**src/rtl/ej32_dc_seq.sv**
```systemverilog
// ej32_dc_seq - eJ32 decoder/sequencer with prefetch queue.
//
// Bytes from the memory bus enter a DEPTH-entry prefetch queue. The head
// byte is loaded as the current opcode; per-opcode behaviour (unit mask,
// mode, last phase index) comes from an external decode-table ROM addressed
// by code. The phase counter sequences the instruction until it retires.
//
// Ports:
//   clk, rst        core clock, asynchronous active-high reset
//   dc_en           decoder enable (0 freezes sequencing; pushes still accepted)
//   ram_d, ram_vld  fetched byte and its valid strobe
//   fq_rdy          queue not full
//   flush           branch taken: drop queue and current instruction
//   code, dc_vld    current opcode and its valid flag
//   phase, opnd     phase counter and big-endian operand accumulator
//   tb_mask/mode/cnt decode-table ROM response for code
//   busy            per-unit busy lines
//   u_en            per-unit enables
//   p_inc           one byte consumed from the queue this cycle
//   stall           valid instruction neither retiring nor advancing
module ej32_dc_seq #(
  parameter int unsigned DEPTH  = 4,
  parameter int unsigned PH_W   = 3,
  parameter int unsigned N_UNIT = 4
) (
  input  logic              clk,
  input  logic              rst,
  input  logic              dc_en,
  input  logic [7:0]        ram_d,
  input  logic              ram_vld,
  output logic              fq_rdy,
  input  logic              flush,
  output logic [7:0]        code,
  output logic              dc_vld,
  output logic [PH_W-1:0]   phase,
  output logic [31:0]       opnd,
  input  logic [N_UNIT-1:0] tb_mask,
  input  logic [1:0]        tb_mode,
  input  logic [PH_W-1:0]   tb_cnt,
  input  logic [N_UNIT-1:0] busy,
  output logic [N_UNIT-1:0] u_en,
  output logic              p_inc,
  output logic              stall
);

  localparam int unsigned AW = (DEPTH > 1) ? $clog2(DEPTH) : 1;

  typedef enum logic [1:0] {
    M_ONE  = 2'd0,
    M_STEP = 2'd1,
    M_WAIT = 2'd2,
    M_BUSY = 2'd3
  } mode_t;

  mode_t mode;
  assign mode = mode_t'(tb_mode);

  // Prefetch queue storage and bookkeeping
  logic [7:0]    mem [DEPTH];
  logic [AW-1:0] rd_ptr;
  logic [AW-1:0] wr_ptr;
  logic [AW:0]   count;
  logic          full;
  logic          empty;
  logic [7:0]    head;

  assign full  = (count == (AW+1)'(DEPTH));
  assign empty = (count == '0);
  assign head  = mem[rd_ptr];

  // Sequencer decisions for this cycle
  logic            push;
  logic            pop;
  logic            load;
  logic            retire;
  logic            advance;
  logic            op_pop;
  logic            hold;
  logic            at_last;
  logic [PH_W-1:0] phase_inc;

  // State register: queue pointers, current instruction, phase, operand
  always_ff @(posedge clk or posedge rst) begin
    if (rst) begin
      rd_ptr <= '0;
      wr_ptr <= '0;
      count  <= '0;
      code   <= '0;
      dc_vld <= 1'b0;
      phase  <= '0;
      opnd   <= '0;
    end else if (flush) begin
      rd_ptr <= '0;
      wr_ptr <= '0;
      count  <= '0;
      dc_vld <= 1'b0;
      phase  <= '0;
      opnd   <= '0;
    end else begin
      if (push) wr_ptr <= wr_ptr + AW'(1);
      if (pop)  rd_ptr <= rd_ptr + AW'(1);
      case ({push, pop})
        2'b10:   count <= count + (AW+1)'(1);
        2'b01:   count <= count - (AW+1)'(1);
        default: ;
      endcase

      if (load) begin
        code   <= head;
        dc_vld <= 1'b1;
        phase  <= '0;
        opnd   <= '0;
      end else if (retire) begin
        dc_vld <= 1'b0;
      end else if (advance) begin
        phase <= phase_inc;
        if (op_pop) opnd <= {opnd[23:0], head};
      end
    end
  end

  // Queue storage carries no reset; occupancy is tracked by count
  always_ff @(posedge clk) begin
    if (push) mem[wr_ptr] <= ram_d;
  end

  // Next-state decisions
  always_comb begin
    retire    = 1'b0;
    advance   = 1'b0;
    op_pop    = 1'b0;
    hold      = 1'b0;
    at_last   = (phase >= tb_cnt);
    // Saturate so the counter never wraps when tb_cnt is the maximum value
    phase_inc = (phase == '1) ? phase : phase + PH_W'(1);

    if (dc_en && !flush && dc_vld) begin
      if (tb_cnt == '0) begin
        retire = 1'b1;
      end else begin
        case (mode)
          M_ONE: retire = 1'b1;
          M_STEP: begin
            if (at_last)     retire = 1'b1;
            else if (!empty) begin
              advance = 1'b1;
              op_pop  = 1'b1;
            end else         hold = 1'b1;
          end
          M_WAIT: begin
            if (at_last) retire = 1'b1;
            else         advance = 1'b1;
          end
          M_BUSY: begin
            // Phase 0 issues; phase 1 waits for the masked busy lines
            if (phase == '0)                 advance = 1'b1;
            else if ((busy & tb_mask) != '0) hold = 1'b1;
            else                             retire = 1'b1;
          end
          default: ;
        endcase
      end
    end

    load = dc_en && !flush && (!dc_vld || retire) && !empty;
    pop  = load || op_pop;
    push = ram_vld && !full && !flush;
  end

  // Outputs
  always_comb begin
    fq_rdy = !full;
    u_en   = (dc_vld && dc_en) ? tb_mask : '0;
    p_inc  = pop;
    stall  = hold;
  end

endmodule
```
**config.mk**
```make
export PLATFORM = sky130hd
export DESIGN_NAME = ej32_dc_seq
export DESIGN_NICKNAME = d
export VERILOG_FILES = /design/src/rtl/ej32_dc_seq.sv
export SDC_FILE = /design/constraint.sdc
export NUM_CORES = 1
export LEC_CHECK = 0
export ABC_CLOCK_PERIOD_IN_PS = 2740
export CORE_MARGIN = 1.5
export CORE_UTILIZATION = 31
export CTS_CLUSTER_DIAMETER = 60
export DETAILED_ROUTE_END_ITERATION = 8
export HOLD_SLACK_MARGIN = 0.08
export PLACE_DENSITY = 0.55
export SLEW_MARGIN = 20
export SYNTH_ARGS = -nofsm -noshare
export SYNTH_HDL_FRONTEND = slang
export SYNTH_SLANG_ARGS = --single-unit
```
**constraint.sdc**
```tcl
create_clock -name clk -period 2.74 [get_ports clk]
set_input_delay 0.274 -clock clk [delete_from_list [all_inputs] [get_ports clk]]
set_output_delay 0.274 -clock clk [all_outputs]
set_load 0.1 [all_outputs]
```
# Yosys cells after proc, flatten, opt, wreduce, memory -nomap -nowiden
# Memory sizes are Yosys's and may differ from the RTL's.
# Cells that the tools add are included.
# W data, S select, Z words.
# word_totals
regBits	51
latchBits	0
ram_bits	32
rom_bits	0
in_bits	26
mem_count	1
# op_classes
addsub	5
mul	0
div_mod_pow	0
order_cmp	1
eq_ne	9
shift	0
n_mux	45
bitwise	2
reduce_logical	28
# mem_list
name	depth	width	rd	rd_clocked_by_memory_dff	wr	line_no	rtl
mem	4	8	1	0	1	59	logic [7:0] mem [DEPTH];
# ops
op	n
$mux W32	5
$mux W1	25
$mux W3	6
$reduce_bool A3 Y1	4
$logic_not A3 Y1	3
$mux W2	4
$logic_and A1 B1 Y1	7
$add A3 B1 Y3 const B	2
$eq A2 B2 Y1 const B	3
$eq A3 B3 Y1 const B	2
$ne A3 B3 Y1 const B	2
$pmux W1 S3	2
$pmux W3 S2	1
$reduce_and A3 Y1	2
$add A2 B1 Y2 const B	2
$and A4 B4 Y4	1
$eq A2 B1 Y1 const B	2
$logic_not A1 Y1	4
$mux W4	1
$reduce_bool A2 Y1	2
$reduce_bool A4 Y1	1
$ge A3 B3 Y1	1
$sub A3 B1 Y3 const B	1
$logic_not A2 Y1	1
other kinds (5)	6

# Logic depth before layout (Yosys ltp)
# Gate-level depths: netlist (run 1).
# depth
depth_word	14
ltp_mapped	13
mapped_depth_nobuf	13

# Least setup slack after synthesis (run 1)
# No wires, ideal clock.
# synth_path
path_type	flip-flop to flip-flop
startpoint	reg phase[0]
endpoint	reg count[2]
setup_ns	0.146
arrival_time_ns	3.618
path_slack_ns	-1.024
path_stages_with_launch	13
path_cell_list	dfrtp_1 inv_1 ha_1 nor2b_1 o21a_1 o2111ai_4 a21oi_1 nor2_1 fa_1 or3b_2 a2111oi_0 a2111oi_0 o311ai_1
# synth_via
elab_chain_len	12
# synth_lines
item	line_no	rtl
start: declaration	35	output logic [PH_W-1:0] phase,
start signal: assignment	116	phase <= phase_inc;
$ge A3 B3 Y1 or $logic_not A3 Y1 (tied branches)	133, 156	
$mux W1, on equally long branches	144, 151, 156	
$pmux W1 S3	141	case (mode)
$mux W1	138	if (tb_cnt == '0) begin
$mux W1	137	if (dc_en && !flush && dc_vld) begin
$logic_or A1 B1 Y1	165	load = dc_en && !flush && (!dc_vld || retire) && !empty;
$logic_and A1 B1 Y1 (2 in a row)	165	
$logic_or A1 B1 Y1 (*)	166	pop = load || op_pop;
$eq A2 B1 Y1 or $eq A2 B2 Y1 (tied branches)	102	case ({push, pop})
$pmux W3 S2	102	
$mux W3	92	end else if (flush) begin
end signal: assignment	103	2'b10: count <= count + (AW+1)'(1);
end signal: assignment	104	2'b01: count <= count - (AW+1)'(1);
end: declaration	62	logic [AW:0] count;
# Every way passes the cells marked *; elsewhere a longest branch is shown, timed or not.
# A chain may end at the register's enable or synchronous reset.

# Worst setup path in the final report (run 1)
# layout_path
startpoint	in tb_cnt[0]
endpoint	reg count[2]
# layout_via
elab_chain_len	12
# layout_lines
item	line_no	rtl
start: declaration	39	input logic [PH_W-1:0] tb_cnt,
$ge A3 B3 Y1	133	at_last = (phase >= tb_cnt);
$mux W1	144, 151	
$pmux W1 S3	141	
$mux W1	138	
$mux W1	137	
$logic_or A1 B1 Y1	165	
$logic_and A1 B1 Y1 (2 in a row)	165	
$logic_or A1 B1 Y1 (*)	166	
$eq A2 B1 Y1 or $eq A2 B2 Y1 (tied branches)	102	
$pmux W3 S2	102	
$mux W3	92	
# Marked as above.

==> results.yml, run 1 <==
finish:
  fin_nets: 420
  drive_gt1_share_pct: 38.4
  final_cells: 530
  design_area_mm2: 0.00525
  antenna_cells: 0
  area_delta_synth_final_pct: 38.7
synth:
  synth_enable_flop_cells: 32
  synthFlopType: "dfrtp_1"
  async_flop_share_pct: 61.4
  yosysTopAreaCell: "dfrtp_1"
  netlist_area_mm2: 0.00378
  synthTopCellsByArea: "dfrtp_1, edfxtp_1, a22o_1"
  synth-seq-area-share_pct: 59.1
  yosysMostFrequentCell: "dfrtp_1"
  ys_types: 44
  yosys_warnings: 0
  syn_avg_cell_area_um2: 14.0
  syn_nets: 313
  netlist_instances: 271
  ys_ff_latch: 83
  yosys-top-cells-count: "dfrtp_1, a22o_1, edfxtp_1, ha_1"
  yosysTopAreaCellShare_pct: 33.7
clock_network:
  ctsHoldBuffers: 0
  clock-root-buffer: "clkbuf_16"
  htreeDepth: 3
  cts_tree: "done"
  clk_pin_slew_ns: 0.06
  cts_buffers: 9
  cts_buffer_depth: 2
  clock_latency_ns: 0.33
  clock_sinks: 83
power:
  swShare_pct: 37.1
  finalPower_uw: 4320
  powerDensity_mw_per_mm2: 824
  power_frac_clock_pct: 30.1
  p_switching_uw: 1610
  vdd_drop_max_mv: 0.763
  seq_power_share_pct: 35.4
  p_comb_share_pct: 34.5
  power_leakage_uw: 0.00227
  p_int_uw: 2720
worst_setup_path:
  r2r_slack_ns: -0.01
  r2r_start: "phase[0]$_DFFE_PP0P_"
  max_stage_delay_ns: 0.54
  crit_chain: "clkdlybuf4s50_1, ha_4, nor2b_4, o21a_1, o2111ai_4, a21oi_4, nor2_2, fa_2, or3b_4, a2111oi_4, a2111oi_2, o311ai_1"
  cp_top_family: "compound AO/OA/AOI/OAI gates"
  required_ns: 2.93
  arrival_ns: 2.96
  r2r_end: "count[2]$_DFFE_PP0P_"
  worst-path-buf-inv: 1
  r2r_cells: 12
  endpoint_kind: "flip-flop"
  critPathMaxFanout: 4
  crit_slowest_cell: "clkdlybuf4s50_1"
  crit_type: "in -> reg"
  cp-start-kind: "input pin"
placed_design:
  pre_cts_ws_ns: -0.471
  numPortBuffers: 76
  gp_congestion: 0.780
  dp_cells: 512
  place_area_mm2: 0.00486
  dp_hpwl_mm: 6.05
route:
  vias_per_cell: 4.96
  wl_per_cell_um: 16.1
  antenna_left: 0
  vias: 2627
  route.detailed.drc: 0
  drtIter0Drc: 111
  drt-pass1-iter-count: 4
  wl_mm: 8.52
floorplan:
  design.core.area_mm2: 0.0120
  fp.dieH_um: 113
  die_area_mm2: 0.0129
  fp.dieW_um: 113
  ios: 77
  placementRows: 40
  initial_core_util_pct: 31.6
sta:
  slew-limit-headroom_pct: 58.8
  setup_viol: 1
  finalHoldViolations: 0
  fmax_ghz: 0.361
  worst_hold_slack_ns: 0.341
  fin_worst_skew_ns: 0.00721
  period_share_pct: 101
  slew_viol_final: 0
  layout_setup_ws_ns: -0.0271
  rsz0062_at_grt: "true"
  tightest_slew_ns: 0.617
  min_period_ns: 2.77
global_routing:
  grt-ovfl-total: 0
  track_usage_pct: 13.9
  antenna_found_initial: 0
  first_global_vias: 2625
  grt_max_degree: 33
  grt_first_pass_wirelength_mm: 13.9
worst_hold_path:
  min_path_type: "in -> async"
run:
  cap_violations: 0
status:
  violations: "setup timing"
  outcome: "complete, but fails checks"
## power groups by stage
stage | logic, uW | registers, uW | clock network (uW)
after CTS | 1490 | 1530 | 1340
after global routing | 1580 | 1550 | 1390
after detailed placement | 1480 | 1560 | 0
after global placement | 1470 | 1550 | 0
after floorplan | 593 | 2010 | 0
final | 1490 | 1530 | 1300
## cells in the final DEF (no fill, tap or decap), types with 5 or more instances in the layout
cell type / instances
nor2_1: 11
edfxtp_1: 32
clkdlybuf4s50_1: 24
o21ai_0: 5
mux2_2: 8
buf_4: 78
and2_1: 5
buf_12: 5
a21oi_1: 6
clkbuf_16: 9
inv_1: 11
a22o_1: 32
mux4_2: 8
nand2_1: 13
ha_1: 12
dfrtp_1: 47
## logic make-up (layout without fill, tap and decap cells)
family,count (synthesis),count (layout),share of synthesized area [%]
DFF,83,83,59.1
AOI/OAI and AO/OA,64,64,13.9
and+or+nand+nor,63,63,9.26
buffers and inverters,26,138,4.07
adders and majority gates,16,16,5.49
muxes,16,16,7.14
xor gates and xnor gates,3,3,1.06
## through the flow
step	utilization [%]	setup TNS (ns)
after floorplan	-	-0.583
after global placement	40.6	-1.55
after detailed placement	40.6	-2.50
after CTS	43.5	0
after global routing	43.9	-0.209
final	43.9	-0.0271
## timing repair
action / CTS / global route
endpoints found under the setup margin: 1 / 1
setup buffers: 1 / 1
pin swaps: 4 / 7
gates resized for setup: 5 / 9
## worst max-delay path by stage
stage                         startpoint  slack [ns]                   end  depth (start not counted)
floorplan           phase[0]$_DFFE_PP0P_       -0.42  count[2]$_DFFE_PP0P_                         13
global placement               tb_cnt[0]       -0.36  count[2]$_DFFE_PP0P_                         11
detailed placement             tb_cnt[2]       -0.47  count[2]$_DFFE_PP0P_                         14
CTS                            tb_cnt[2]       0.009  count[2]$_DFFE_PP0P_                         14
global route        phase[0]$_DFFE_PP0P_       -0.21  count[2]$_DFFE_PP0P_                         12
finish                         tb_cnt[0]       -0.03  count[2]$_DFFE_PP0P_                         12
## layout make-up
class	count	area, um2
Fill cell	1108	6710
Sequential cell	83	2240
Multi-Input combinational cell	162	1500
Timing Repair Buffer	108	938
Clock buffer	9	225
Tap cell	147	184
Clock inverter	7	98.8
Inverter	14	55.1
## worst register-to-register path, delay by kind of cell, from the launching register on
family          cells  cell delay (ns)
buf+inv             1             0.08
simple gates        3             0.42
fa+ha+maj           2             0.62
compound gates      6             1.09
flops               1             0.42
## layer usage
layer	vias up	global-route usage, %	share of wire [%]
met2	51	21.6	49
met3	6	3.56	3.3
met5	-	0	0
li1	1240	-	-
met1	1330	19.1	47
met4	0	4.33	0.72
## sequential cells by signal (all words and copies together) (netlist names)
signal  count
dc_vld      1
mem        32
opnd       32
rd_ptr      2
wr_ptr      2
count       3
code        8
phase       3
Power figures use the tool's default switching activity.
==> inputs of run 2 (changes only) <==
CAP_MARGIN = 0   (was not set)
==> results of run 2 <==
The final DEF is identical to that of run 1; final timing and power are the same.
==> inputs of run 3 (changes only) <==
SETUP_SLACK_MARGIN = 0.5   (was not set)
==> run 3 against run 2 <==
The flow now finishes without violations. Setup slack better by 0.093 ns. Flip-flop and latch count unchanged. Sequential share of layout area fell by 1.2 points. Power decreased by 0.72%. Non-clock buffer count grew 7. Clock-buffer cell count stayed put. Wire length up 0.41%. Clock power is 8% lower. Sequential power barely moved. Final cell count is 1.3% higher. Global-route usage up 0.18 points. Register-to-register slack improved by 0.08 ns.
==> results.yml, run 3 (synthesis results as in run 1) <==
clock_network:
  cts_tree: "done"
  clk_pin_slew_ns: 0.06
  clock-root-buffer: "clkbuf_16"
  clock_sinks: 83
  htreeDepth: 3
  cts_buffer_depth: 2
  ctsHoldBuffers: 0
  cts_buffers: 9
  clock_latency_ns: 0.33
sta:
  fmax_ghz: 0.374
  tightest_slew_ns: 0.571
  fin_worst_skew_ns: 0.00649
  rsz0062_at_grt: "true"
  period_share_pct: 97.6
  slew-limit-headroom_pct: 62.0
  setup_viol: 0
  finalHoldViolations: 0
  slew_viol_final: 0
  min_period_ns: 2.67
floorplan:
  design.core.area_mm2: 0.0120
  die_area_mm2: 0.0129
  initial_core_util_pct: 31.6
  fp.dieH_um: 113
  ios: 77
  fp.dieW_um: 113
  placementRows: 40
power:
  powerDensity_mw_per_mm2: 794
  vdd_drop_max_mv: 0.392
  finalPower_uw: 4290
  power_leakage_uw: 0.00232
route:
  antenna_left: 0
  wl_mm: 8.56
  drtIter0Drc: 94
  vias: 2633
  vias_per_cell: 4.90
  drt-pass1-iter-count: 4
  route.detailed.drc: 0
  wl_per_cell_um: 15.9
finish:
  area_delta_synth_final_pct: 42.9
  antenna_cells: 0
  fin_nets: 427
  layout_common_cells: "buf_4, dfrtp_1, a22o_1, edfxtp_1, clkdlybuf4s50_1"
  final_common_cell: "buf_4"
  n_fill_cell: 1065
  design_area_mm2: 0.00541
  drive_gt1_share_pct: 41.8
  reg.largest.list: "mem x32, opnd x32, code x8"
  final_core_util_pct: 45.2
global_routing:
  grt_first_pass_wirelength_mm: 14.0
  grt-ovfl-total: 0
  antenna_found_initial: 0
  grt_max_degree: 52
  track_usage_pct: 14.0
  first_global_vias: 2675
worst_setup_path:
  endpoint_kind: "flip-flop"
  cp-start-kind: "flip-flop"
  max_stage_delay_ns: 0.42
  crit_slowest_cell: "dfrtp_2"
  arrival_ns: 2.87
  crit_chain: "ha_4, a21oi_2, o21a_1, o2111ai_4, a21oi_4, nor2_2, fa_2, or3b_4, a2111oi_4, a2111oi_2, o311ai_1"
  crit_type: "reg -> reg"
  required_ns: 2.94
  critPathMaxFanout: 4
placed_design:
  numPortBuffers: 76
  gp_congestion: 0.774
  place_area_mm2: 0.00493
  dp_hpwl_mm: 5.97
status:
  outcome: "completed"
run:
  cap_violations: 0
worst_hold_path:
  min_path_type: "in -> async"
-- run 3: area by class of cell --
type	instances	area [um2]	share of cell area (%)
flip-flops and latches	83	2240	41.5
multi-input cells	162	1590	29.4
repair buffers	115	1040	19.3
clock buffers	9	225	4.17
well taps	147	184	3.40
clock inverters	7	67.6	1.25
inverters	14	55.1	1.02
-- run 3: per-layer routing --
layer | GRT usage (%) | part of all wire, % | up-vias
met5 | 0 | 0 | -
met4 | 5.67 | 2.1 | 0
met3 | 3.35 | 4.4 | 11
met2 | 22.1 | 47 | 65
met1 | 18.8 | 46 | 1295
li1 | - | - | 1262
-- run 3: where the power goes --
part | switching, uW | internal [uW] | leakage, uW
Clock | 490 | 703 | 0.000141
Sequential | 93.2 | 1420 | 0.000976
Combinational | 1040 | 546 | 0.00121
Total | 1620 | 2670 | 0.00232
-- run 3: timing repair --
action | CTS | global route
gates cloned | 1 | 0
resized for setup | 22 | 14
buffers inserted | 4 | 0
pin swaps | 8 | 9
endpoints found under the setup margin | 39 | 39
-- run 3: worst max-delay path: cells and delay by family, from the launching register on --
| kind | cells | cell delay [ns] |
|---|---|---|
| compound gates | 7 | 1.17 |
| fa+ha+maj | 2 | 0.63 |
| flops | 1 | 0.42 |
| simple gates | 2 | 0.32 |
-- run 3: worst paths after layout --
path	start	end	slack, ns	cells after the start
setup / recovery	phase[2]$_DFFE_PP0P_	count[2]$_DFFE_PP0P_	0.07	11
hold / removal	rst	opnd[27]$_DFFE_PP0P_	0.30	3
setup reg to reg	phase[2]$_DFFE_PP0P_	count[2]$_DFFE_PP0P_	0.07	11
hold reg to reg	code[6]$_DFFE_PP0P_	code[6]$_DFFE_PP0P_	0.51	1
max in group asynchronous	rst	phase[1]$_DFFE_PP0P_	2.17	3
min in group clk	code[6]$_DFFE_PP0P_	code[6]$_DFFE_PP0P_	0.51	1
-- run 3: through the flow --
stage	setup slack, ns	setup TNS (ns)	hold WS (ns)	std cells
after floorplan	-0.417	-0.583	0.373	271
after global placement	-0.357	-3.42	0.491	516
after detailed placement	-0.553	-5.04	0.497	516
after CTS	0.0314	0	0.320	537
after global routing	-0.105	-0.105	0.346	537
final	0.0658	0	0.303	537
